$ cat src/rtl/rf_array_p_if.sv
// rf_array_p_if: bus bundle for the rf_array_p register file.
//   wr_en/wr_addr/wr_data : write request, sampled on every rising edge
//   rd_addr               : NRD packed read addresses, port k at [k*AW +: AW]
//   rd_hold               : freezes the registered read addresses (stall)
//   rd_data               : NRD packed read words, port k at [k*DW +: DW]
//   clr_busy              : clear sweep in progress, file unusable
// master drives requests and consumes read data; slave is the register file.
interface rf_array_p_if #(
    parameter int unsigned DW  = 32,
    parameter int unsigned AW  = 5,
    parameter int unsigned NRD = 2
) ();
    logic              wr_en;
    logic [AW-1:0]     wr_addr;
    logic [DW-1:0]     wr_data;
    logic [NRD*AW-1:0] rd_addr;
    logic              rd_hold;
    logic [NRD*DW-1:0] rd_data;
    logic              clr_busy;

    modport master (
        output wr_en, wr_addr, wr_data, rd_addr, rd_hold,
        input  rd_data, clr_busy
    );

    modport slave (
        input  wr_en, wr_addr, wr_data, rd_addr, rd_hold,
        output rd_data, clr_busy
    );
endinterface

$ cat src/rtl/rf_array_p.sv
// rf_array_p: parametrised multi-read, single-write register file for the
// mips789 decode stage.
//   clk : sole clock, rising edge
//   rst : synchronous, active-high reset
//   bus : rf_array_p_if.slave (write port, NRD read ports, clr_busy)
// Writes are registered for one cycle before committing to the array; the
// registered write is bypassed to any read port addressing the same entry,
// so a write sampled at edge N is visible to reads sampled at the same edge.
// After reset a sequencer zeroes every entry, one per cycle, before the
// file becomes usable.
module rf_array_p #(
    parameter int unsigned DW       = 32,
    parameter int unsigned AW       = 5,
    parameter int unsigned NRD      = 2,
    parameter bit          ZERO_REG = 1'b1
) (
    input  logic          clk,
    input  logic          rst,
    rf_array_p_if.slave   bus
);
    localparam int unsigned DEPTH = 1 << AW;

    typedef enum logic {
        CLEAR = 1'b0,
        RUN   = 1'b1
    } state_t;

    state_t        state;
    logic [AW-1:0] cnt;

    logic [DW-1:0] mem [DEPTH];

    logic          w_en_q;
    logic [AW-1:0] w_addr_q;
    logic [DW-1:0] w_data_q;

    logic [AW-1:0] ra_q [NRD];

    logic clearing;
    logic wr_to_zero;

    assign clearing     = (state == CLEAR);
    assign wr_to_zero   = ZERO_REG && (bus.wr_addr == '0);
    assign bus.clr_busy = clearing;

    // Clear sequencer: reset parks it at entry 0; sweep ends on the last entry.
    always_ff @(posedge clk) begin
        if (rst) begin
            state <= CLEAR;
            cnt   <= '0;
        end else if (state == CLEAR) begin
            cnt <= cnt + AW'(1);
            if (cnt == AW'(DEPTH - 1)) begin
                state <= RUN;
            end
        end
    end

    // Write stage: requests during reset, the sweep, or to a hard-wired zero
    // entry are dropped here so they never reach the array or the bypass.
    always_ff @(posedge clk) begin
        w_en_q   <= bus.wr_en && !rst && !clearing && !wr_to_zero;
        w_addr_q <= bus.wr_addr;
        w_data_q <= bus.wr_data;
    end

    // Array update: sweep zeroing, otherwise the staged write commits.
    // Nothing is written on a reset edge, which discards a pending write.
    always_ff @(posedge clk) begin
        if (!rst) begin
            if (clearing) begin
                mem[cnt] <= '0;
            end else if (w_en_q) begin
                mem[w_addr_q] <= w_data_q;
            end
        end
    end

    // Registered read addresses, frozen while rd_hold is high.
    always_ff @(posedge clk) begin
        for (int k = 0; k < NRD; k++) begin
            if (rst) begin
                ra_q[k] <= '0;
            end else if (!bus.rd_hold) begin
                ra_q[k] <= bus.rd_addr[k*AW +: AW];
            end
        end
    end

    // Read ports: clear masks everything, then the zero entry, then the
    // bypass of the staged write, then the array itself.
    always_comb begin
        bus.rd_data = '0;
        for (int k = 0; k < NRD; k++) begin
            if (clearing) begin
                bus.rd_data[k*DW +: DW] = '0;
            end else if (ZERO_REG && (ra_q[k] == '0)) begin
                bus.rd_data[k*DW +: DW] = '0;
            end else if (w_en_q && (w_addr_q == ra_q[k])) begin
                bus.rd_data[k*DW +: DW] = w_data_q;
            end else begin
                bus.rd_data[k*DW +: DW] = mem[ra_q[k]];
            end
        end
    end
endmodule

$ cat src/flat_wrapper.sv
// flat-port wrapper written by rule: the top's interface ports become plain ports
module rf_array_p_flat 
#(
    parameter int unsigned DW       = 32,
    parameter int unsigned AW       = 5,
    parameter int unsigned NRD      = 2,
    parameter bit          ZERO_REG = 1'b1
)
  (clk, rst, bus_wr_en, bus_wr_addr, bus_wr_data, bus_rd_addr, bus_rd_hold, bus_rd_data, bus_clr_busy);
  rf_array_p_if #(.DW(DW), .AW(AW), .NRD(NRD)) bus_i ();
  input  logic clk;
  input  logic rst;
  input wire logic [$bits(bus_i.wr_en)-1:0] bus_wr_en;
  input wire logic [$bits(bus_i.wr_addr)-1:0] bus_wr_addr;
  input wire logic [$bits(bus_i.wr_data)-1:0] bus_wr_data;
  input wire logic [$bits(bus_i.rd_addr)-1:0] bus_rd_addr;
  input wire logic [$bits(bus_i.rd_hold)-1:0] bus_rd_hold;
  output wire logic [$bits(bus_i.rd_data)-1:0] bus_rd_data;
  output wire logic [$bits(bus_i.clr_busy)-1:0] bus_clr_busy;
  assign bus_i.wr_en = bus_wr_en;
  assign bus_i.wr_addr = bus_wr_addr;
  assign bus_i.wr_data = bus_wr_data;
  assign bus_i.rd_addr = bus_rd_addr;
  assign bus_i.rd_hold = bus_rd_hold;
  assign bus_rd_data = bus_i.rd_data;
  assign bus_clr_busy = bus_i.clr_busy;
  rf_array_p #(.DW(DW), .AW(AW), .NRD(NRD), .ZERO_REG(ZERO_REG)) u_core (.clk(clk), .rst(rst), .bus(bus_i));
endmodule
$ cat config.mk
export PLATFORM = sky130hd
export DESIGN_NAME = rf_array_p_flat
export DESIGN_NICKNAME = d
export VERILOG_FILES = /design/src/rtl/rf_array_p_if.sv /design/src/rtl/rf_array_p.sv /design/src/flat_wrapper.sv
export SDC_FILE = /design/constraint.sdc
export NUM_CORES = 1
export LEC_CHECK = 0
export CAP_MARGIN = 20
export CORE_UTILIZATION = 45
export DETAILED_ROUTE_END_ITERATION = 10
export MAX_ROUTING_LAYER = met4
export PLACE_DENSITY = 0.6
export SYNTH_ARGS = -nofsm -noshare
export SYNTH_HDL_FRONTEND = slang
export SYNTH_SLANG_ARGS = --single-unit
$ cat constraint.sdc
create_clock -name clk -period 7.6 [get_ports clk]
set_input_delay 1.14 -clock clk [delete_from_list [all_inputs] [get_ports clk]]
set_output_delay 1.14 -clock clk [all_outputs]
set_load 0.01 [all_outputs]
==> impl_metrics.json <==
{
  "placement_rows": 122,
  "die_w_um": 336.5,
  "status": "complete, no violations",
  "vias": 30840,
  "nFillCells": 8962,
  "layout-drive-gt1-share_pct": 22.91,
  "maxUsedRoutingLayer": "met4",
  "synth_fa_ha_area_share_pct": 0.04971,
  "grt_pass1_vias": 31350,
  "grt_pass1_wl_um": 228100,
  "worstSetupPathType": "reg2out",
  "synthXorXnorAreaFrac_pct": 0.2262,
  "drc": 0,
  "max_slew_margin_pct": 21.01,
  "synth.cell_area_um2": 50340,
  "clk_pin_slew_ps": 60,
  "place_congestion": 0.9450,
  "grt-ovfl-total": 0,
  "synth-compound-area-share_pct": 7.188,
  "route.met2.wl_um": 74180,
  "rsz0062_at_grt": "no",
  "fin_cells": 4611,
  "fin_crit_ps": 5863,
  "cts-buffers-inserted": 113,
  "layout.nets": 3074,
  "routedWlPerCell_um": 34.61,
  "power_density_nw_per_um2": 234.7,
  "yosys.area.top_type": "edfxtp_1",
  "synthMuxAreaShare_pct": 23.91,
  "synthSimpleGateAreaFrac_pct": 2.453,
  "hpwl_um": 94380,
  "syn_nets": 2960,
  "clockBufferDepth": 3,
  "firstDrtPassIters": 6,
  "drv_cap": 0,
  "synth_async_sr_flop_share_pct": 0,
  "yosysWarnings": 0,
  "antenna_found_initial": 7,
  "syn2layout_area_growth_pct": 13.88,
  "dieArea_um2": 113200,
  "worst_pin_slew_ps": 1182,
  "power.leakage_nw": 16.49,
  "io_buffers": 115,
  "cp_data_arrival_time_ps": 4720,
  "clock_skew_ps": 34.02,
  "grt_usage_pct": 29.21,
  "report.final.hold_viol_count": 0,
  "h-tree-depth": 3,
  "crit_path_end_kind": "output pin",
  "cts_setup_buffers": 0,
  "initial_core_util_pct": 45.43,
  "hold_path_class": "reg2reg",
  "cp_max_fo": 34,
  "cts_resized": 0,
  "cp_data_required_time_ps": 6460,
  "ant_nets": 0,
  "core_area_um2": 110800,
  "clockRootBuffer": "clkbuf_16",
  "ios": 116,
  "ys_seq_area_share_pct": 63.43,
  "synth_enable_flop_cells": 1034,
  "synth_area_per_cell_um2": 17.32,
  "finalSetupViolations": 0,
  "wl_met1_um": 63880,
  "cts_tree": "built",
  "peakVddDrop_mv": 0.1991,
  "die_h_um": 336.5,
  "fin_crit_sh_pct": 77.14,
  "synth_cell_types": 54,
  "ys.flop_type": "edfxtp_1",
  "drv_slew": 0,
  "ctsHoldBuffers": 0,
  "fin_setup_tns_ps": 0,
  "cp-start-kind": "flip-flop",
  "cts_sinks": 1078,
  "drt_iter0_markers": 4070,
  "vias_per_cell": 6.687,
  "wl_met3_um": 14860,
  "netlist_instances": 2907,
  "worstSkewPairLatency_ps": 720,
  "synth_top_family_by_area": "multiplexers",
  "clock.fmax_ghz": 0.1706,
  "netlist.area_leader.share_pct": 61.68,
  "placed_cells": 4378,
  "grt_start_max_net_pins": 110,
  "wl_um": 159600,
  "synth_seq_cells": 1078,
  "synth_area_leaders": "edfxtp_1, mux4_2, mux2i_1, dfxtp_1, o21ai_0"
}
cells in the final DEF (no fill, tap or decap), types with 5 or more instances in the layout:
master / instances
a211o_1: 12
a21oi_1: 33
a22o_1: 27
a22oi_1: 73
a31oi_1: 55
and2_1: 55
and3_1: 12
buf_12: 11
buf_4: 90
buf_8: 18
bufinv_16: 13
clkbuf_1: 27
clkbuf_16: 115
clkbuf_8: 6
clkdlybuf4s50_1: 115
clkinv_1: 19
clkinv_2: 24
dfxtp_1: 44
edfxtp_1: 1034
mux2_2: 45
mux2i_1: 432
mux4_2: 320
nand2_1: 61
nand2b_1: 7
nand3_1: 14
nor2_1: 16
nor2_4: 38
nor2b_1: 15
o2111ai_1: 5
o211a_1: 20
o21ai_0: 138
o221a_2: 6
o221ai_1: 68
o22ai_1: 81
xor2_1: 10
metrics by stage:
stage               setup slack, ps  area (um2)  utilization, %  hold WS (ps)  total power, W
detailed placement             2384       53310           48.10         582.5        0.007921
finish                         1737       57330           51.73         602.3         0.01345
floorplan                      3745       50340               -         509.8        0.007460
global route                   1638       57330           51.73         625.3         0.01377
CTS                            1775       57070           51.50         594.7         0.01348
global placement               2362       53190           47.99         558.3        0.007911
power by group:
group | internal, W | switching [W]
sequential | 0.00647 | 0.0000507
clock | 0.00328 | 0.00236
combinational | 0.000480 | 0.000815
path summary, 6_finish.rpt:
kind | slack, ps | startpoint | cells past startpoint | to
setup / recovery | 1740 | u_core.ra_q[0][0] | 6 | bus_rd_data[11]
hold / removal | 600 | u_core.cnt[1] | 2 | u_core.cnt[1]
setup reg to reg | 3580 | u_core.state | 5 | u_core.mem[28][28]
hold reg to reg | 600 | u_core.cnt[1] | 2 | u_core.cnt[1]
flip-flops by register name, summed over array words and instances (netlist names):
signal           cells
u_core.mem        1024
u_core.w_data_q     32
u_core.ra_q         10
u_core.cnt           5
u_core.w_addr_q      5
u_core.state         1
u_core.w_en_q        1
critical path, stage by stage (launching register included):
cell             delay, ps
edfxtp_1               920
buf_4                  700
mux4_2                 580
a22o_1                 260
a31oi_1                670
a31oi_1                290
clkdlybuf4s50_1        560
kinds of logic after synthesis:
| kind of cell | Yosys count |
|---|---|
| adders and majority gates | 2 |
| DFF | 1078 |
| xor gates and xnor gates | 13 |
| and+or+nand+nor | 244 |
| buffers and inverters | 241 |
| AOI/OAI and AO/OA | 532 |
| muxes | 797 |
Yosys cell counts, drive strengths merged (5+ instances only):
library cell	n
xor2	10
nor2	55
a21oi	33
and3	12
o21ai	138
nand3	16
mux4	320
nand2b	9
o211a	20
dfxtp	44
nand2	62
and2	56
o221ai	68
buf	134
a22o	27
a22oi	73
clkbuf	104
o311ai	5
edfxtp	1034
nor2b	17
o221a	6
a31oi	55
o2111ai	5
o22ai	81
a211o	12
mux2	45
mux2i	432
layer usage:
layer	GRT usage, %	up-vias
met5	-	-
met4	11.05	0
met3	5.004	313
met2	44.33	1799
met1	39.61	16310
li1	-	12410
layout make-up:
| cell class | instances | area (um2) | share of cell area, % |
|---|---|---|---|
| antenna | 2 | 5.005 | 0.008730 |
| clock buffer | 148 | 3062 | 5.341 |
| clock inverter | 67 | 700.7 | 1.222 |
| inverter | 3 | 11.26 | 0.01964 |
| multi-input combinational | 1588 | 17360 | 30.27 |
| sequential | 1078 | 31930 | 55.70 |
| tap | 1488 | 1862 | 3.248 |
| timing repair buffer | 237 | 2400 | 4.186 |
(Power assumes the default switching activity.)
